## src/rtl/isqrt_pkg.sv

```systemverilog
// Shared types and helpers for the iterative integer square-root unit.
package isqrt_pkg;

  typedef enum logic [1:0] {
    IDLE,
    CALC,
    DONE
  } state_t;

  localparam int unsigned DEF_IN_W   = 16;
  localparam int unsigned DEF_ROOT_W = DEF_IN_W / 2;
  localparam int unsigned DEF_CNT_W  = $clog2(DEF_ROOT_W);

  typedef struct packed {
    logic inc;
    logic sat;
  } round_t;

  // x >= (r+0.5)^2 exactly when the floor remainder exceeds r.
  function automatic round_t round_decide(input logic rnd,
                                          input logic rem_gt_root,
                                          input logic root_is_max);
    round_t d;
    d.inc = 1'b0;
    d.sat = 1'b0;
    if (rnd && rem_gt_root) begin
      if (root_is_max) d.sat = 1'b1;
      else             d.inc = 1'b1;
    end
    return d;
  endfunction

endpackage

```

## src/rtl/isqrt_step.sv

```systemverilog
// One radix-2 restoring square-root iteration: consumes two radicand bits,
// produces one root bit.
module isqrt_step #(
  parameter int unsigned ROOT_W = 8
) (
  input  logic [ROOT_W+1:0] i_rem,
  input  logic [ROOT_W-1:0] i_root,
  input  logic [1:0]        i_bits,
  output logic [ROOT_W+1:0] o_rem,
  output logic [ROOT_W-1:0] o_root
);

  logic [ROOT_W+1:0] w_t_lo;
  logic [ROOT_W+1:0] w_trial;
  logic              w_ge;

  // The full trial value {rem, bits} is ROOT_W+4 wide; its top two bits only
  // matter as a "definitely >= trial" flag, and the difference always fits.
  assign w_t_lo  = {i_rem[ROOT_W-1:0], i_bits};
  assign w_trial = {i_root, 2'b01};
  assign w_ge    = (|i_rem[ROOT_W+1:ROOT_W]) | (w_t_lo >= w_trial);

  assign o_rem  = w_ge ? (w_t_lo - w_trial) : w_t_lo;
  assign o_root = {i_root[ROOT_W-2:0], w_ge};

endmodule

```

## src/rtl/isqrt_iter.sv

```systemverilog
// Iterative integer square root, one root bit per cycle, valid/ready on both
// sides, with remainder, optional round-to-nearest and a pass-through tag.
module isqrt_iter
  import isqrt_pkg::*;
#(
  parameter  int unsigned IN_W   = 16,
  parameter  int unsigned ID_W   = 4,
  localparam int unsigned ROOT_W = IN_W / 2
) (
  input  logic              clk,
  input  logic              rst_n,
  input  logic              in_valid_i,
  output logic              in_ready_o,
  input  logic [IN_W-1:0]   valor_i,
  input  logic              round_i,
  input  logic [ID_W-1:0]   id_i,
  output logic              out_valid_o,
  input  logic              out_ready_i,
  output logic [ROOT_W-1:0] root_o,
  output logic [ROOT_W:0]   rem_o,
  output logic              sat_o,
  output logic [ID_W-1:0]   id_o
);

  localparam int unsigned CNT_W = (ROOT_W > 1) ? $clog2(ROOT_W) : 1;
  localparam logic [CNT_W-1:0] LAST_CNT = CNT_W'(ROOT_W - 1);

  state_t            r_state;
  logic [IN_W-1:0]   r_rad;
  logic [ROOT_W+1:0] r_rem;
  logic [ROOT_W-1:0] r_root;
  logic [CNT_W-1:0]  r_cnt;
  logic              r_rnd;
  logic [ID_W-1:0]   r_id;

  logic              r_in_ready;
  logic              r_out_valid;
  logic [ROOT_W-1:0] r_root_o;
  logic [ROOT_W:0]   r_rem_o;
  logic              r_sat;
  logic [ID_W-1:0]   r_id_o;

  logic [ROOT_W+1:0] w_rem_n;
  logic [ROOT_W-1:0] w_root_n;
  logic              w_gt;
  logic              w_max;
  round_t            w_dec;

  isqrt_step #(.ROOT_W(ROOT_W)) u_step (
    .i_rem  (r_rem),
    .i_root (r_root),
    .i_bits (r_rad[IN_W-1:IN_W-2]),
    .o_rem  (w_rem_n),
    .o_root (w_root_n)
  );

  assign w_gt  = w_rem_n > {2'b00, w_root_n};
  assign w_max = &w_root_n;
  assign w_dec = round_decide(r_rnd, w_gt, w_max);

  always_ff @(posedge clk) begin
    if (!rst_n) begin
      r_state     <= IDLE;
      r_rad       <= '0;
      r_rem       <= '0;
      r_root      <= '0;
      r_cnt       <= '0;
      r_rnd       <= 1'b0;
      r_id        <= '0;
      r_in_ready  <= 1'b1;
      r_out_valid <= 1'b0;
      r_root_o    <= '0;
      r_rem_o     <= '0;
      r_sat       <= 1'b0;
      r_id_o      <= '0;
    end else begin
      case (r_state)
        IDLE: begin
          if (in_valid_i) begin
            r_rad      <= valor_i;
            r_rnd      <= round_i;
            r_id       <= id_i;
            r_rem      <= '0;
            r_root     <= '0;
            r_cnt      <= '0;
            r_in_ready <= 1'b0;
            r_state    <= CALC;
          end
        end
        CALC: begin
          r_rem  <= w_rem_n;
          r_root <= w_root_n;
          r_rad  <= {r_rad[IN_W-3:0], 2'b00};
          r_cnt  <= r_cnt + 1'b1;
          // Final step: the rounded result is formed straight from the step
          // outputs so DONE is entered with everything already registered.
          if (r_cnt == LAST_CNT) begin
            r_state     <= DONE;
            r_out_valid <= 1'b1;
            r_root_o    <= w_dec.inc ? (w_root_n + 1'b1) : w_root_n;
            r_rem_o     <= w_rem_n[ROOT_W:0];
            r_sat       <= w_dec.sat;
            r_id_o      <= r_id;
          end
        end
        DONE: begin
          if (out_ready_i) begin
            r_out_valid <= 1'b0;
            r_in_ready  <= 1'b1;
            r_state     <= IDLE;
          end
        end
        default: r_state <= IDLE;
      endcase
    end
  end

  assign in_ready_o  = r_in_ready;
  assign out_valid_o = r_out_valid;
  assign root_o      = r_root_o;
  assign rem_o       = r_rem_o;
  assign sat_o       = r_sat;
  assign id_o        = r_id_o;

endmodule

```

## config.mk

```make
export PLATFORM = sky130hd
export DESIGN_NAME = isqrt_iter
export DESIGN_NICKNAME = d
export VERILOG_FILES = /design/src/rtl/isqrt_pkg.sv /design/src/rtl/isqrt_step.sv /design/src/rtl/isqrt_iter.sv
export SDC_FILE = /design/constraint.sdc
export NUM_CORES = 1
export LEC_CHECK = 0
export BUFFER_PORTS_ARGS = -buffer_cell sky130_fd_sc_hd__buf_2
export CAP_MARGIN = 20
export CORE_MARGIN = 1
export CORE_UTILIZATION = 45
export DETAILED_ROUTE_END_ITERATION = 10
export PLACE_DENSITY = 0.67
export SYNTH_ARGS = -nofsm -noshare
export SYNTH_HDL_FRONTEND = slang
export SYNTH_HIERARCHICAL = 1
export SYNTH_SLANG_ARGS = --single-unit
```

## constraint.sdc

```tcl
create_clock -name clk -period 3.6 [get_ports clk]
set_input_delay 0.54 -clock clk [delete_from_list [all_inputs] [get_ports clk]]
set_output_delay 0.54 -clock clk [all_outputs]
set_load 0.03 [all_outputs]
```

# == Yosys cells after proc, flatten, opt, wreduce, memory -nomap -nowiden ==
# Cells that the tools add are included.
# classes
muxes,23
addsub,3
eq_ne,6
n_lt_le_gt_ge,2
reduce_logical,13
n_bitwise,1
# ops
op,count
16-bit one-hot mux with 2 select lines,1
10-bit 2-to-1 mux,2
10-bit one-hot mux with 2 select lines,1
16-bit 2-to-1 mux,1
8-bit 2-to-1 mux,2
8-bit one-hot mux with 2 select lines,1
10-bit greater-or-equal comparator,1
10-bit by 8-bit greater-than comparator with 1-bit output,1
10-bit subtractor,1
3-bit AND reduction,3
"8-bit by 1-bit adder with 8-bit output, second input constant",1
2-bit 2-to-1 mux,4
8-bit AND reduction,1
1-bit 2-to-1 mux,6
"2-bit != test, second input constant",3
2-bit one-hot mux with 3 select lines,1
3-bit one-hot mux with 2 select lines,1
2-bit AND reduction,3
2-bit nonzero test,3
1-bit one-hot mux with 2 select lines,2
"3-bit by 1-bit adder with 3-bit output, second input constant",1
"3-bit == test, second input constant",1
3-bit 2-to-1 mux,1
"2-bit by 1-bit == test with 1-bit output, second input constant",1
other kinds (5),5
# word_totals
out_inout_bits,24
elab_cells,61
register_bits,68
input_bits,25

# == Logic depth before layout (Yosys ltp) ==
# Gate-level depths: netlist of run 1.
# depth
depth_word,7
ltp_mapped,17

# == By module ==
# Netlist of run 1, hierarchy kept.
# modules_own_cells
mod,area_each_um2,instances,seq_area_each_um2,cells_each
isqrt_iter,3070.4,1,1361.3,371
isqrt_step,708.2,1,0.0,88

# == Worst setup path after synthesis of run 1 ==
# Ideal clock, no wire load.
# synth_timing
kind,register to register
startpoint,reg r_root[0]
endpoint,"reg r_root_o[5], in the netlist root_o[5]"
setup_ps,74
path_slack_ps,221
required_time_ps,3526
stages_incl_launch_ff,16
arrival_ps,3305
path_buffers,1
path_cell_list,dfxtp_1 > inv_1 > ha_1 > nor2b_4 > nor3_1 > o21a_4 > o311ai_4 > buf_8 > mux2_4 > ha_1 > nand4_1 > o21bai_4 > a31oi_4 > o21ai_2 > or4_1 > a31oi_1
# synth_via
elab_chain_cells,7
word_cells_on_any_way,11
classes_between,add/sub (2); order compare (2); mux (4); bitwise (1); reduce/logical (2)
# synth_lines
element,line,text
"start, declared",isqrt_iter.sv:31,logic [ROOT_W-1:0] r_root;
"start signal, assigned",isqrt_iter.sv:92,r_root <= w_root_n;
10-bit greater-or-equal comparator,isqrt_step.sv:21,assign w_ge = (|i_rem[ROOT_W+1:ROOT_W]) | (w_t_lo >= w_trial);
1-bit bitwise OR,isqrt_step.sv:21,
via u_step.w_ge,isqrt_step.sv:15,logic w_ge;
10-bit 2-to-1 mux,isqrt_step.sv:23,assign o_rem = w_ge ? (w_t_lo - w_trial) : w_t_lo;
via w_rem_n[4],isqrt_iter.sv:43,logic [ROOT_W+1:0] w_rem_n;
10-bit by 8-bit greater-than comparator with 1-bit output,isqrt_iter.sv:57,"assign w_gt = w_rem_n > {2'b00, w_root_n};"
1-bit logical AND,isqrt_pkg.sv:26,if (rnd && rem_gt_root) begin
2-bit 2-to-1 mux,isqrt_pkg.sv:26,
8-bit 2-to-1 mux,isqrt_iter.sv:100,r_root_o <= w_dec.inc ? (w_root_n + 1'b1) : w_root_n;
"end signal, assigned",isqrt_iter.sv:100,
"end, declared",isqrt_iter.sv:38,logic [ROOT_W-1:0] r_root_o;
# The timed path passes the listed nets, and every way through them passes these cells.
# A chain may end at the register's enable or synchronous reset.

# == Final worst setup path of run 1 ==
# layout_timing
startpoint,reg r_root[0]
endpoint,"reg r_root_o[7], in the netlist root_o[7]"
# layout_via
elab_chain_cells,7
word_cells_on_any_way,11
classes_between,add/sub (2); order compare (2); mux (4); bitwise (1); reduce/logical (2)
# layout_lines
element,line,text
10-bit greater-or-equal comparator,isqrt_step.sv:21,
1-bit bitwise OR,isqrt_step.sv:21,
via w_root_n[0],isqrt_iter.sv:44,logic [ROOT_W-1:0] w_root_n;
10-bit 2-to-1 mux,isqrt_step.sv:23,
via w_rem_n[3],isqrt_iter.sv:43,
10-bit by 8-bit greater-than comparator with 1-bit output,isqrt_iter.sv:57,
1-bit logical AND,isqrt_pkg.sv:26,
2-bit 2-to-1 mux,isqrt_pkg.sv:26,
8-bit 2-to-1 mux,isqrt_iter.sv:100,
# The timed path passes the listed nets, and every way through them passes these cells.

==> results.py, run 1 <==
metrics = {
    "grt": {
        "grt_max_degree": 54,
        "antenna_found_initial": 0,
        "met3_usage": 0.0512,
        "grt_pass1_wl_um": 14300,
        "met1_usage": 0.258,
        "track_usage": 0.206,
        "top_usage_layer": "met2",
        "grt_pass1_vias": 3071,
        "grt_util_met2": 0.354,
        "overflow": 0,
    },
    "die": {
        "coreArea_um2": 8180,
        "pin_count": 49,
        "core.rowCount": 33,
        "die_area_um2": 8770,
        "start_util": 0.462,
        "fp.dieH_um": 93.6,
        "die_x_um": 93.6,
    },
    "placement": {
        "pre_cts_slack_ns": -0.236,
        "gp_congestion": 0.845,
        "dp_cells": 604,
        "io_buffers": 48,
        "placed_cell_area_um2": 4180,
        "dp_hpwl_um": 6050,
    },
    "synth": {
        "yosysTopAreaCell": "dfxtp_1",
        "yosysMostFrequentCell": "nand2_1",
        "synth.avg_cell_area_um2": 8.23,
        "synth_top_area_frac": 0.360,
        "ys_seq_area_frac": 0.360,
        "synth_common_cells": "97 x nand2_1, 68 x dfxtp_1, 42 x a21boi_0, 42 x nand3_1, 24 x inv_1",
        "ys_types": 48,
        "synth-edff-count": 0,
        "async_reset_ff_frac": 0,
        "syn_inst": 459,
        "yosys-top-cells-area": "dfxtp_1 36%, nand2_1 9.6%, a21boi_0 8.3%",
        "synth-main-ff-cell": "dfxtp_1",
        "ys_ff_latch": 68,
        "yosys_warnings": 6,
        "syn_nets": 505,
        "synth_area_um2": 3780,
    },
    "pwr": {
        "pwr-share-clk": 0.115,
        "cellPowerDensity_nw_per_um2": 1250,
        "p_int_w": 0.00340,
        "p_total_w": 0.00579,
        "vdd_drop_max_v": 0.000727,
        "power_frac_seq": 0.156,
        "power.switching_w": 0.00239,
        "switching_share": 0.412,
        "leakage_nw": 1.94,
        "power_frac_comb": 0.729,
    },
    "status": {
        "status": "finished clean",
    },
    "cts": {
        "clock_path_buffers": 2,
        "cts_sinks": 68,
        "clock_latency_ns": 0.35,
        "clk_pin_slew_ns": 0.09,
        "cts_tree": "yes",
        "root_buffer": "clkbuf_8",
        "htree_levels": 3,
        "cts_hold_buf": 0,
        "cts_buffers": 9,
    },
    "setup_path": {
        "crit_type": "reg2reg",
        "r2r_cells": 15,
        "rrSetupSlack_ns": 0.11,
        "critPathCapture": "root_o[7]$_SDFFE_PN0P_",
        "reg2reg_to": "root_o[7]$_SDFFE_PN0P_",
        "cp-start-kind": "flip-flop",
        "critPathArrivalTime_ns": 3.77,
        "critPathLaunch": "r_root[0]$_SDFFE_PN0P_",
        "regToRegStartpoint": "r_root[0]$_SDFFE_PN0P_",
        "crit_fanout": 6,
        "cp.required_ns": 3.88,
        "critPathCaptureType": "flip-flop",
    },
    "sta": {
        "period_share": 0.970,
        "slew_headroom": 0.349,
        "rsz0062_at_grt": "true",
        "hold_viol_final": 0,
        "setup_viol": 0,
        "tightest_slew_ns": 0.977,
        "fmax_ghz": 0.286,
        "finalCriticalPeriod_ns": 3.49,
        "setup_slack_ns": 0.109,
        "slew_viol_final": 0,
        "finClkSkew_ns": 0.0133,
    },
    "drt": {
        "num_vias": 3276,
        "firstDrtPassIters": 4,
        "drc_errors": 0,
        "drt_first_iter_violations": 137,
        "vias_per_cell": 5.21,
        "wirelength_um": 8770,
        "wl_per_cell_um": 13.9,
        "ant_nets": 0,
    },
    "layout": {
        "fin_cells": 629,
        "antenna_cells": 0,
        "design_area_um2": 4640,
        "syn_to_final_growth_pct": 22.8,
        "num-nets-final": 565,
        "drive_gt1_frac": 0.263,
    },
    "run": {
        "drv_cap": 0,
    },
    "worst_hold_path": {
        "hold_path_class": "in2reg",
    },
}
-- what timing repair did --
item,CTS,global route
setup buffers,3,5
gates cloned,0,1
endpoints found under the setup margin,8,6
pin swaps,1,13
gates resized for setup,2,22
-- metrics by stage --
stage	TNS (ns)	util	hold slack, ns
detailed placement	-1.11	0.511	0.454
CTS	0	0.544	0.427
global placement	-0.701	0.511	0.446
global route	-0.0334	0.568	0.429
floorplan	0	-	0.441
finish	0	0.568	0.437
-- final cells by class --
cell class,count,area [um^2]
clock buffer,9,124
clock inverter,7,82.6
fill,758,3530
inverter,24,90.1
multi-input combinational,331,2290
sequential,68,1370
tap,105,131
timing repair buffer,85,552
-- critical path, stage by stage, from the launching register on --
cell and delay [ns]:
dfxtp_2 0.34, inv_2 0.04, ha_4 0.26, nor2b_4 0.13, nor3_1 0.06, o21a_4 0.21
o311ai_4 0.32, buf_12 0.17, mux2_4 0.33, ha_4 0.27, nand4_1 0.12, o21bai_4 0.20
a31oi_4 0.23, o21ai_4 0.10, or4_1 0.52, a31oi_1 0.16
-- per-layer routing --
metal | part of all wire | routed length [um]
met5 | 0 | 0
met4 | 0.0062 | 54
met3 | 0.028 | 248
met2 | 0.50 | 4360
met1 | 0.47 | 4110
-- cell usage in the layout (no fill, tap or decap), drive strengths merged, types with 14 or more instances in the layout --
master and count:
dfxtp 68, nand3 42, a21boi 42, inv 28, o211a 14, ha 21, buf 84, o21ai 23
nand2 97
-- flip-flops by register name (all words and copies together), names as in the netlist --
register	flops
r_rem	10
out_valid_o	1
in_ready_o	1
r_cnt	3
root_o	8
id_o	4
r_state	2
r_rad	16
sat_o	1
r_root	8
r_id	4
rem_o	9
r_rnd	1
-- worst min-delay path by stage --
stage | slack (ns) | depth (start not counted) | end | from
after floorplan | 0.44 | 2 | id_o[1]$_SDFFE_PN0P_ | r_id[1]$_SDFFE_PN0P_
after global placement | 0.45 | 2 | sat_o$_SDFFE_PN0P_ | sat_o$_SDFFE_PN0P_
after detailed placement | 0.45 | 2 | sat_o$_SDFFE_PN0P_ | sat_o$_SDFFE_PN0P_
after CTS | 0.43 | 3 | r_id[2]$_SDFFE_PN0P_ | id_i[2]
after global routing | 0.43 | 3 | r_id[2]$_SDFFE_PN0P_ | id_i[2]
final | 0.44 | 3 | r_id[2]$_SDFFE_PN0P_ | id_i[2]
-- kinds of logic after synthesis --
logic type / share of synthesized area
AOI/OAI and AO/OA: 0.237
buffers and inverters: 0.0719
adders and majority gates: 0.0695
DFF: 0.360
xor gates and xnor gates: 0.0185
and+or+nand+nor: 0.208
muxes: 0.0348
-- power by group through the flow --
stage	logic [W]	registers [W]	clock network (W)
finish	0.00422	0.000904	0.000664
global route	0.00457	0.000916	0.000709
global placement	0.00313	0.000901	0
CTS	0.00347	0.000893	0.000678
detailed placement	0.00321	0.000905	0
floorplan	0.00256	0.000897	0
No activity file was read; power rests on OpenSTA's default activity.
==> run 2: changes to the inputs <==
--- a/config.mk
+++ b/config.mk
@@ -5,7 +5,7 @@
 export SDC_FILE = /design/constraint.sdc
 export NUM_CORES = 1
 export LEC_CHECK = 0
-export BUFFER_PORTS_ARGS = -buffer_cell sky130_fd_sc_hd__buf_2
+export BUFFER_PORTS_ARGS = -buffer_cell sky130_fd_sc_hd__clkbuf_2
 export CAP_MARGIN = 20
 export CORE_MARGIN = 1
 export CORE_UTILIZATION = 45
==> results.py, run 2 (synthesis gave the netlist of run 1 again) <==
metrics = {
    "setup_path": {
        "critPathCaptureType": "flip-flop",
        "crit_type": "reg2reg",
        "reg2reg_to": "root_o[5]$_SDFFE_PN0P_",
        "regToRegStartpoint": "r_root[0]$_SDFFE_PN0P_",
        "cp.required_ns": 3.88,
        "critPathCapture": "root_o[5]$_SDFFE_PN0P_",
        "crit_fanout": 6,
        "critPathLaunch": "r_root[0]$_SDFFE_PN0P_",
        "cp-start-kind": "flip-flop",
        "rrSetupSlack_ns": 0.04,
        "critPathArrivalTime_ns": 3.84,
        "r2r_cells": 15,
    },
    "layout": {
        "fin_cells": 635,
        "drive_gt1_frac": 0.270,
        "layout_common_cells": "97 x nand2_1, 63 x dfxtp_1, 48 x clkbuf_2",
        "antenna_cells": 0,
        "final_common_cell": "nand2_1",
        "largest-register": "r_rad",
        "largest_register_ffs": 16,
        "syn_to_final_growth_pct": 23.6,
        "num-nets-final": 571,
    },
    "sta": {
        "finClkSkew_ns": 0.00875,
        "period_share": 0.989,
        "finalCriticalPeriod_ns": 3.56,
        "rsz0062_at_grt": "true",
        "slew_viol_final": 0,
        "tightest_slew_ns": 1.02,
        "fmax_ghz": 0.281,
        "slew_headroom": 0.317,
        "setup_viol": 0,
        "hold_viol_final": 0,
    },
    "die": {
        "start_util": 0.462,
        "core.rowCount": 33,
        "die_area_um2": 8770,
        "die_x_um": 93.6,
        "coreArea_um2": 8180,
        "fp.dieH_um": 93.6,
        "pin_count": 49,
    },
    "cts": {
        "root_buffer": "clkbuf_8",
        "cts_sinks": 68,
        "clock_path_buffers": 2,
        "htree_levels": 3,
        "clock_latency_ns": 0.35,
        "cts_hold_buf": 0,
        "cts_tree": "yes",
        "clk_pin_slew_ns": 0.08,
        "cts_buffers": 9,
    },
    "pwr": {
        "vdd_drop_max_v": 0.000574,
        "power_frac_seq": 0.155,
        "leakage_nw": 1.96,
        "power.switching_w": 0.00237,
        "pwr-share-clk": 0.113,
        "p_total_w": 0.00581,
        "p_int_w": 0.00345,
        "cellPowerDensity_nw_per_um2": 1240,
        "power_frac_comb": 0.732,
        "switching_share": 0.407,
    },
    "placement": {
        "dp_cells": 607,
        "io_buffers": 48,
        "gp_congestion": 0.839,
        "dp_hpwl_um": 6020,
    },
    "status": {
        "status": "finished clean",
    },
    "drt": {
        "drc_errors": 0,
        "firstDrtPassIters": 4,
        "ant_nets": 0,
        "vias_per_cell": 5.32,
        "drt_first_iter_violations": 137,
        "wl_per_cell_um": 14.1,
        "num_vias": 3377,
        "wirelength_um": 8960,
    },
    "grt": {
        "track_usage": 0.212,
        "grt_max_degree": 54,
        "grt_pass1_vias": 3180,
        "antenna_found_initial": 0,
        "grt_pass1_wl_um": 14600,
        "overflow": 0,
    },
    "worst_hold_path": {
        "min_path_cells": 3,
        "hold_path_class": "in2reg",
    },
    "run": {
        "drv_cap": 0,
    },
}
[run 2: cell types whose count changed in the layout (fill, tap and decap cells not counted), sizes merged]
cell,previous run,this run
clkbuf,10,58
buf,84,43
inv,28,25
clkinv,0,2
[run 2: area by class of cell]
class / instances / area (um^2)
timing repair buffer: 91 / 596
clock inverter: 6 / 71.3
fill: 769 / 3500
tap: 105 / 131
clock buffer: 10 / 138
sequential: 68 / 1370
multi-input combinational: 331 / 2280
inverter: 24 / 90.1
[run 2: repair_timing]
action                     4_1_cts  5_1_grt
setup endpoints to repair        7        8
pin swaps                        1       14
cloned                           1        0
gates resized for setup          4       19
buffers inserted                 4        7
[run 2: how the worst min path moves through the flow]
stage,from,endpoint
after floorplan,r_id[1]$_SDFFE_PN0P_,id_o[1]$_SDFFE_PN0P_
after global placement,sat_o$_SDFFE_PN0P_,sat_o$_SDFFE_PN0P_
after detailed placement,sat_o$_SDFFE_PN0P_,sat_o$_SDFFE_PN0P_
after CTS,valor_i[1],r_rad[1]$_SDFFE_PN0P_
after global routing,valor_i[1],r_rad[1]$_SDFFE_PN0P_
final,valor_i[1],r_rad[1]$_SDFFE_PN0P_
[run 2: through the flow]
| step | hold WS (ns) | instance area [um^2] | setup slack, ns | utilization | TNS [ns] |
|---|---|---|---|---|---|
| after floorplan | 0.441 | 3780 | 0.221 | - | 0 |
| after global placement | 0.449 | 4200 | -0.141 | 0.514 | -0.574 |
| after detailed placement | 0.453 | 4200 | -0.205 | 0.514 | -0.982 |
| after CTS | 0.402 | 4510 | 0.0118 | 0.551 | 0 |
| after global routing | 0.416 | 4670 | -0.137 | 0.571 | -0.448 |
| final | 0.411 | 4670 | 0.0389 | 0.571 | 0 |
[run 2: critical path, stage by stage (launching register included)]
cell and delay [ns]:
dfxtp_2 0.34, inv_2 0.04, ha_4 0.25, nor2b_4 0.15, nor3_2 0.05, o21a_4 0.21, o311ai_4 0.32, buf_12 0.17
mux2_4 0.33, ha_4 0.27, nand4_1 0.12, o21bai_4 0.20, a31oi_4 0.24, o21ai_4 0.11, or4_1 0.52, a31oi_1 0.16
[run 2: power by group through the flow]
| stage | clock [W] | combinational (W) | sequential (W) |
|---|---|---|---|
| floorplan | 0 | 0.00256 | 0.000897 |
| global placement | 0 | 0.00315 | 0.000902 |
| detailed placement | 0 | 0.00321 | 0.000904 |
| CTS | 0.000671 | 0.00379 | 0.000890 |
| global route | 0.000700 | 0.00462 | 0.000913 |
| finish | 0.000657 | 0.00426 | 0.000901 |
[run 2: routing by layer]
metal / part of all wire / track usage / vias to the layer above / wire length [um]
li1: - / - / 1724 / -
met1: 0.45 / 0.261 / 1582 / 4080
met2: 0.50 / 0.363 / 62 / 4490
met3: 0.033 / 0.0512 / 9 / 296
met4: 0.011 / 0.0654 / 0 / 97
met5: 0 / 0 / - / 0
